==> src/rtl/wb_redirect_ctrl_if.sv <==
// Bundles the writeback/csr trigger inputs, the fetch handshake and the redirect outputs
// of wb_redirect_ctrl. The slave modport is the controller; the master modport is its environment.
interface wb_redirect_ctrl_if;
  logic        ws_ex_i;
  logic        ws_ertn_i;
  logic [31:0] ex_entry_i;
  logic [31:0] era_i;
  logic        inst_req_fire_i;
  logic        inst_resp_fire_i;
  logic        redirect_ready_i;
  logic        flush_o;
  logic        discard_o;
  logic        fetch_stall_o;
  logic        req_block_o;
  logic        redirect_valid_o;
  logic [31:0] redirect_pc_o;
  logic        busy_o;

  modport slave (
    input  ws_ex_i, ws_ertn_i, ex_entry_i, era_i,
    input  inst_req_fire_i, inst_resp_fire_i, redirect_ready_i,
    output flush_o, discard_o, fetch_stall_o, req_block_o,
    output redirect_valid_o, redirect_pc_o, busy_o
  );

  modport master (
    output ws_ex_i, ws_ertn_i, ex_entry_i, era_i,
    output inst_req_fire_i, inst_resp_fire_i, redirect_ready_i,
    input  flush_o, discard_o, fetch_stall_o, req_block_o,
    input  redirect_valid_o, redirect_pc_o, busy_o
  );
endinterface

==> src/rtl/wb_redirect_ctrl.sv <==
// Writeback redirect sequencer: flushes the pipeline, waits for stale instruction
// responses to drain, then holds the exception/ERTN target PC until pre-IF takes it.
module wb_redirect_ctrl #(
  parameter int MAX_OUT = 2,
  parameter int CNT_W   = 2
) (
  input  logic              clk,
  input  logic              reset,
  wb_redirect_ctrl_if.slave bus
);

  typedef enum logic [1:0] {
    S_IDLE     = 2'd0,
    S_DRAIN    = 2'd1,
    S_REDIRECT = 2'd2
  } state_t;

  localparam logic [CNT_W-1:0] MAX_CNT = CNT_W'(MAX_OUT);
  localparam logic [CNT_W-1:0] ONE     = CNT_W'(1);

  state_t           r_state, w_state_nxt;
  logic [CNT_W-1:0] r_out_cnt, w_out_cnt_nxt;
  logic [CNT_W-1:0] r_drain_cnt, w_drain_cnt_nxt;
  logic [31:0]      r_target, w_target_nxt;
  logic             r_flush, w_flush_nxt;
  logic             w_trigger;

  assign w_trigger = bus.ws_ex_i | bus.ws_ertn_i;

  // A response with nothing outstanding is ignored rather than wrapping the counter.
  always_comb begin
    w_out_cnt_nxt = r_out_cnt;
    if (bus.inst_req_fire_i && !bus.inst_resp_fire_i)
      w_out_cnt_nxt = r_out_cnt + ONE;
    else if (!bus.inst_req_fire_i && bus.inst_resp_fire_i && (r_out_cnt != '0))
      w_out_cnt_nxt = r_out_cnt - ONE;
  end

  always_comb begin
    w_state_nxt     = r_state;
    w_drain_cnt_nxt = r_drain_cnt;
    w_target_nxt    = r_target;
    w_flush_nxt     = 1'b0;
    case (r_state)
      S_IDLE: begin
        if (w_trigger) begin
          w_flush_nxt     = 1'b1;
          w_target_nxt    = bus.ws_ex_i ? bus.ex_entry_i : bus.era_i;
          w_drain_cnt_nxt = w_out_cnt_nxt;
          w_state_nxt     = (w_out_cnt_nxt != '0) ? S_DRAIN : S_REDIRECT;
        end
      end
      S_DRAIN: begin
        if (bus.inst_resp_fire_i && (r_drain_cnt != '0)) begin
          w_drain_cnt_nxt = r_drain_cnt - ONE;
          if (r_drain_cnt == ONE)
            w_state_nxt = S_REDIRECT;
        end
      end
      S_REDIRECT: begin
        if (bus.redirect_ready_i)
          w_state_nxt = S_IDLE;
      end
      default: w_state_nxt = S_IDLE;
    endcase
  end

  always_ff @(posedge clk) begin
    if (reset) begin
      r_state     <= S_IDLE;
      r_out_cnt   <= '0;
      r_drain_cnt <= '0;
      r_target    <= '0;
      r_flush     <= 1'b0;
    end else begin
      r_state     <= w_state_nxt;
      r_out_cnt   <= w_out_cnt_nxt;
      r_drain_cnt <= w_drain_cnt_nxt;
      r_target    <= w_target_nxt;
      r_flush     <= w_flush_nxt;
    end
  end

  // The flush cycle stalls fetch even when the redirect is already presented.
  assign bus.flush_o          = r_flush;
  assign bus.discard_o        = (r_state == S_DRAIN);
  assign bus.fetch_stall_o    = r_flush | (r_state == S_DRAIN);
  assign bus.req_block_o      = (r_out_cnt == MAX_CNT);
  assign bus.redirect_valid_o = (r_state == S_REDIRECT);
  assign bus.redirect_pc_o    = (r_state == S_REDIRECT) ? r_target : 32'h0;
  assign bus.busy_o           = (r_state != S_IDLE);

endmodule

==> src/flat_wrapper.sv <==
// flat-port wrapper written by rule: the top's interface ports become plain ports
module wb_redirect_ctrl_flat 
#(
  parameter int MAX_OUT = 2,
  parameter int CNT_W   = 2
)
  (clk, reset, bus_ws_ex_i, bus_ws_ertn_i, bus_ex_entry_i, bus_era_i, bus_inst_req_fire_i, bus_inst_resp_fire_i, bus_redirect_ready_i, bus_flush_o, bus_discard_o, bus_fetch_stall_o, bus_req_block_o, bus_redirect_valid_o, bus_redirect_pc_o, bus_busy_o);
  wb_redirect_ctrl_if bus_i ();
  input  logic clk;
  input  logic reset;
  input wire logic [$bits(bus_i.ws_ex_i)-1:0] bus_ws_ex_i;
  input wire logic [$bits(bus_i.ws_ertn_i)-1:0] bus_ws_ertn_i;
  input wire logic [$bits(bus_i.ex_entry_i)-1:0] bus_ex_entry_i;
  input wire logic [$bits(bus_i.era_i)-1:0] bus_era_i;
  input wire logic [$bits(bus_i.inst_req_fire_i)-1:0] bus_inst_req_fire_i;
  input wire logic [$bits(bus_i.inst_resp_fire_i)-1:0] bus_inst_resp_fire_i;
  input wire logic [$bits(bus_i.redirect_ready_i)-1:0] bus_redirect_ready_i;
  output wire logic [$bits(bus_i.flush_o)-1:0] bus_flush_o;
  output wire logic [$bits(bus_i.discard_o)-1:0] bus_discard_o;
  output wire logic [$bits(bus_i.fetch_stall_o)-1:0] bus_fetch_stall_o;
  output wire logic [$bits(bus_i.req_block_o)-1:0] bus_req_block_o;
  output wire logic [$bits(bus_i.redirect_valid_o)-1:0] bus_redirect_valid_o;
  output wire logic [$bits(bus_i.redirect_pc_o)-1:0] bus_redirect_pc_o;
  output wire logic [$bits(bus_i.busy_o)-1:0] bus_busy_o;
  assign bus_i.ws_ex_i = bus_ws_ex_i;
  assign bus_i.ws_ertn_i = bus_ws_ertn_i;
  assign bus_i.ex_entry_i = bus_ex_entry_i;
  assign bus_i.era_i = bus_era_i;
  assign bus_i.inst_req_fire_i = bus_inst_req_fire_i;
  assign bus_i.inst_resp_fire_i = bus_inst_resp_fire_i;
  assign bus_i.redirect_ready_i = bus_redirect_ready_i;
  assign bus_flush_o = bus_i.flush_o;
  assign bus_discard_o = bus_i.discard_o;
  assign bus_fetch_stall_o = bus_i.fetch_stall_o;
  assign bus_req_block_o = bus_i.req_block_o;
  assign bus_redirect_valid_o = bus_i.redirect_valid_o;
  assign bus_redirect_pc_o = bus_i.redirect_pc_o;
  assign bus_busy_o = bus_i.busy_o;
  wb_redirect_ctrl #(.MAX_OUT(MAX_OUT), .CNT_W(CNT_W)) u_core (.clk(clk), .reset(reset), .bus(bus_i));
endmodule
==> config.mk <==
export PLATFORM = sky130hd
export DESIGN_NAME = wb_redirect_ctrl_flat
export DESIGN_NICKNAME = d
export VERILOG_FILES = /design/src/rtl/wb_redirect_ctrl_if.sv /design/src/rtl/wb_redirect_ctrl.sv /design/src/flat_wrapper.sv
export SDC_FILE = /design/constraint.sdc
export NUM_CORES = 1
export LEC_CHECK = 0
export BUFFER_PORTS_ARGS = -buffer_cell sky130_fd_sc_hd__buf_4
export CAP_MARGIN = 40
export CORE_MARGIN = 5
export CORE_UTILIZATION = 48
export CTS_BUF_LIST = sky130_fd_sc_hd__clkbuf_2
export DETAILED_ROUTE_END_ITERATION = 16
export PLACE_DENSITY = 0.87
export SYNTH_ARGS = -nofsm -noshare
export SYNTH_HDL_FRONTEND = slang
export SYNTH_SLANG_ARGS = --single-unit
export TNS_END_PERCENT = 100
==> constraint.sdc <==
create_clock -name clk -period 2.3 [get_ports clk]
set_input_delay 0.23 -clock clk [delete_from_list [all_inputs] [get_ports clk]]
set_output_delay 0.23 -clock clk [all_outputs]
set_load 0.01 [all_outputs]
# ---- Yosys cells after proc, flatten, opt, wreduce, memory -nomap -nowiden
# Index checks and enable logic that the tools add are counted.
# W data, S select, Z words.
dict set report classes {
  add_sub_neg 3
  eq_ne 8
  n_mux 14
  bitwise 3
  n_reduce_logical 16
}
# op n
set op_table {}
lappend op_table {{$mux W32} 2}
lappend op_table {{$mux W2} 9}
lappend op_table {{$reduce_bool A2 Y1} 5}
lappend op_table {{$ne A2 B1 Y1 const B} 3}
lappend op_table {{$pmux W2 S3} 1}
lappend op_table {{$eq A2 B1 Y1 const B} 2}
lappend op_table {{$eq A2 B2 Y1 const B} 2}
lappend op_table {{$logic_and A1 B1 Y1} 4}
lappend op_table {{$pmux W2 S2} 1}
lappend op_table {{$reduce_and A4 Y1} 1}
lappend op_table {{$sub A2 B1 Y2 const B} 2}
lappend op_table {{$reduce_and A3 Y1} 1}
lappend op_table {{$add A2 B1 Y2 const B} 1}
lappend op_table {{$logic_not A1 Y1} 2}
lappend op_table {{$logic_not A2 Y1} 1}
lappend op_table {{$ne A2 B2 Y1 const B} 1}
lappend op_table {{$or A1 B1 Y1} 2}
lappend op_table {{$reduce_and A2 Y1} 1}
lappend op_table {{$reduce_or A2 Y1} 1}
lappend op_table {{$mux W1} 1}
lappend op_table {{$not A1 Y1} 1}
dict set report totals {
  register_bits 39
  inputBits 71
  word_cells 49
}

# ---- Depth between registers and ports, before layout
dict set report depth {
  word_depth 9
  ltp_mapped 7
  depth_no_buf 6
}

# ---- Least setup slack after synthesis
# Ideal clock, no wire load.
dict set report synth_timing {
  path_kind {reg2reg}
  start {register u_core.r_out_cnt[0]}
  end {register u_core.r_drain_cnt[0]}
  setup_ps 132
  arrival_time_ps 1506
  required_time_ps 2168
  slack_ps 662
  path_stages_with_launch 7
  path_buffers 0
  cell_sequence {dfxtp_1 -> inv_1 -> ha_1 -> or3b_1 -> and3_4 -> o311ai_1 -> a21oi_1}
}
dict set report synth_between {
  elab_chain_cells 6
  elab_cells_between_ends 8
  cone_classes {2 x add/sub; 4 x mux; 2 x reduce/logical}
}
# item line
set synth_lines {}
lappend synth_lines {{start: declaration} wb_redirect_ctrl.sv:22} ;# logic [CNT_W-1:0] r_out_cnt, w_out_cnt_nxt;
lappend synth_lines {{start signal: assignment} wb_redirect_ctrl.sv:77} ;# r_out_cnt <= w_out_cnt_nxt;
lappend synth_lines {{parallel branches: the longest is 3 deep, another holds $sub A2 B1 Y2} -}
lappend synth_lines {{$mux W2 (*)} wb_redirect_ctrl.sv:33} ;# if (bus.inst_req_fire_i && !bus.inst_resp_fire_i)
lappend synth_lines {{$mux W2 (*)} wb_redirect_ctrl.sv:46} ;# if (w_trigger) begin
lappend synth_lines {{$pmux W2 S2 (*)} wb_redirect_ctrl.sv:44} ;# case (r_state)
lappend synth_lines {{end signal: assignment} wb_redirect_ctrl.sv:78} ;# r_drain_cnt <= w_drain_cnt_nxt;
lappend synth_lines {{end: declaration} wb_redirect_ctrl.sv:23} ;# logic [CNT_W-1:0] r_drain_cnt, w_drain_cnt_nxt;
# Mark *: on every way between the ends. The select of a mux whose other input is x is not followed.
# A chain may end at the register's enable or synchronous reset.

# ---- Final worst setup path
# Same ends and word-level chain as after synthesis.

==> qor.txt <==
first-pass GRT wire length: 9190 um
RR Startpoint: u_core.r_out_cnt[0]
CP Launch Point: u_core.r_out_cnt[0]
Cell Chain, Critical Path: inv_1 -> ha_1 -> or3b_1 -> and3_4 -> o311ai_1 -> a21oi_1
number of top-level pins: 109
vias in the first global route: 1956
Die Ht: 78.1 um
Iter 0 DRT Violations: 73
worst setup path endpoint: u_core.r_drain_cnt[0]
Reg-to-Reg End: u_core.r_drain_cnt[0]
mux cell area share after synthesis: 15.3%
Post-DP Area: 0.00307 mm2
syn_nets: 314
CTS tree: yes
GRT Total Usage: 18.2%
post-DR wirelength/cell: 14.4 um
Slew HR: 63.2%
DRC viols: 0
Syn Inst Count: 239
Place WS: 536 ps
most instantiated cells after synthesis: dfxtp_1 (39), nor2_1 (36), mux2i_1 (34), and2_1 (32), a211oi_2 (20)
Critical Path Source Type: flip-flop
Slew @ Worst Pin: 552 ps
Top FF cell, synth: dfxtp_1
Leak: 1.49 nW
Crit-path slowest cell: dfxtp_1
Compound-Gate Fraction of Synth Area: 20.6%
Initial Util: 50.4%
YS warnings: 0
IO Port Bufs: 108
clock sink total: 39
FFs w/ async S/R, synth: 0%
CP Data Arrival Time: 2070 ps
Setup Skew: 4.31 ps
setup violators final: 0
cell area after layout: 0.00310 mm2
Die X: 78.1 um
area leader, netlist: dfxtp_1
Post-Route Setup TNS: 0 ps
Reg2Reg Depth: 6
Yosys top cell area share: 35.1%
peak supply drop: 301 uV
post_cts resized: 0
largest net degree at the start of global routing: 41
Synth Cell Area: 0.00222 mm2
Synth cell types: 35
RSZ-0062 raised after global routing: false
initial antenna violation count: 0
Post-Synth Adder-Cell Area: 2.25%
hold buffer count at CTS: 0
f_max: 0.558 GHz
row count: 24
flops & latches, synth: 39
DP Wirelength: 4280 um
CTS clk-pin slew, worst paths: 180 ps
root buf cell: clkbuf_2
min-delay worst type: input port to flip-flop
Setup crit end kind: flip-flop
critical path's largest stage delay: 480 ps
register area share after synthesis: 35.1%
syn avg cell area: 9.31 um2
Vias/cell: 5.23
post-synthesis simple-gate area fraction: 20.6%
Synth area leaders: dfxtp_1 (35%), mux2i_1 (15%), a211oi_2 (11%), and2_1 (9.0%), nor2_1 (6.1%)
Clk Latency, worst-skew pair: 390 ps
area delta synth->final: 39.3%
TritonCTS Buffers: 5
Diodes inserted: 0
status: complete, no violations
Crit Path Category: flip-flop to flip-flop
Post-Synth XOR/XNOR Area: 0%
Setup Fix Bufs, Post-CTS: 0
nets: 416
most numerous cell in the Yosys netlist: dfxtp_1
CORE AREA: 0.00441 mm2
Routability Congestion: 0.775
Critical Path RT: 2580 ps
min Tclk post-route: 1790 ps
First-pass DRT Iterations: 4
maximum capacitance violations: 0
largest fanout on the critical path: 7
endpoints failing hold: 0
clk buf depth: 2
fill count: 359
DR vias: 2051
share of post-route cells with drive strength above 1: 42.6%
Power per Cell Area: 616 mW/mm2
DIE AREA: 0.00610 mm2
main combinational cell family by area after synthesis: compound AO/OA/AOI/OAI gates
Reg2Reg Setup Slack: 510 ps
Pins Over Slew Limit: 0
number of enable flip-flop cells after synthesis: 0
H-Tree Depth: 2
final setup margin: 509 ps
GRT overflow: 0
Final Cycle Share: 77.9%
routed wire length: 5650 um
number of nets with antenna violations after routing: 0
cell usage in the layout (no fill, tap or decap), types with 2 or more instances in the layout:
master and n:
buf_4 112, dfxtp_1 39, nor2_1 36, mux2i_1 34, and2_1 32, a211oi_2 20
a211oi_1 12, inv_1 7, a21oi_1 7, clkbuf_2 6, nand2_1 4, ha_1 4
nand2b_1 3, a21o_1 2, nor3_1 2, buf_12 2
layout make-up:
cell class	instances	area, um2	share of cell area, %
clock buffer	6	30.0	0.969
inverter	7	26.3	0.848
multi-input combinational	174	1320	42.5
sequential	39	781	25.2
tap	52	65.1	2.10
timing repair buffer	114	881	28.4
how the worst min path moves through the flow:
stage | to | startpoint | cells past startpoint | slack [ps]
2_1_floorplan | u_core.bus.flush_o | reset | 1 | 320
3_3_place_gp | u_core.r_target[3] | u_core.r_target[3] | 2 | 480
3_5_place_dp | u_core.r_drain_cnt[0] | u_core.r_drain_cnt[0] | 2 | 490
4_1_cts | u_core.r_out_cnt[1] | bus_inst_resp_fire_i | 3 | 130
5_1_grt | u_core.r_target[27] | bus_era_i[27] | 3 | 120
6_report | u_core.r_out_cnt[1] | bus_inst_resp_fire_i | 3 | 160
stage by stage:
step / power, mW / std cells / utilization, % / hold slack [ps]
finish: 1.91 / 392 / 70.2 / 160
global route: 2.05 / 392 / 70.2 / 121
CTS: 1.93 / 392 / 70.2 / 129
detailed placement: 1.65 / 386 / 69.5 / 486
global placement: 1.62 / 386 / 69.5 / 481
floorplan: 1.36 / 239 / - / 322
report_power, final:
group	switching (mW)	total, mW	internal [mW]
registers	0.0611	0.856	0.795
logic	0.381	0.769	0.388
clock network	0.216	0.285	0.0687
total	0.658	1.91	1.25
sequential cells by signal (all words and copies together) (netlist names):
signal,cells
u_core.bus.flush_o,1
u_core.r_out_cnt,2
u_core.r_target,32
u_core.r_state,2
u_core.r_drain_cnt,2
logic make-up after synthesis:
group | Yosys count
AO/OA/AOI/OAI | 49
AND/OR/NAND/NOR | 87
multiplexers | 34
adder cells (fa/ha/maj) | 4
flip-flops | 39
buffers and inverters | 26
critical path: cells and delay by family (launching register included):
family / cells / cell delay, ps
compound gates: 2 / 320
simple gates: 2 / 570
buf+inv: 1 / 90
fa+ha+maj: 1 / 230
flops: 1 / 480
per-layer routing:
metal / global-route usage, % / routed length (um)
met5: 0 / 0
met4: 5.74 / 110
met3: 6.29 / 508
met2: 31.2 / 2790
met1: 21.2 / 2250
(Power assumes the default switching activity.)
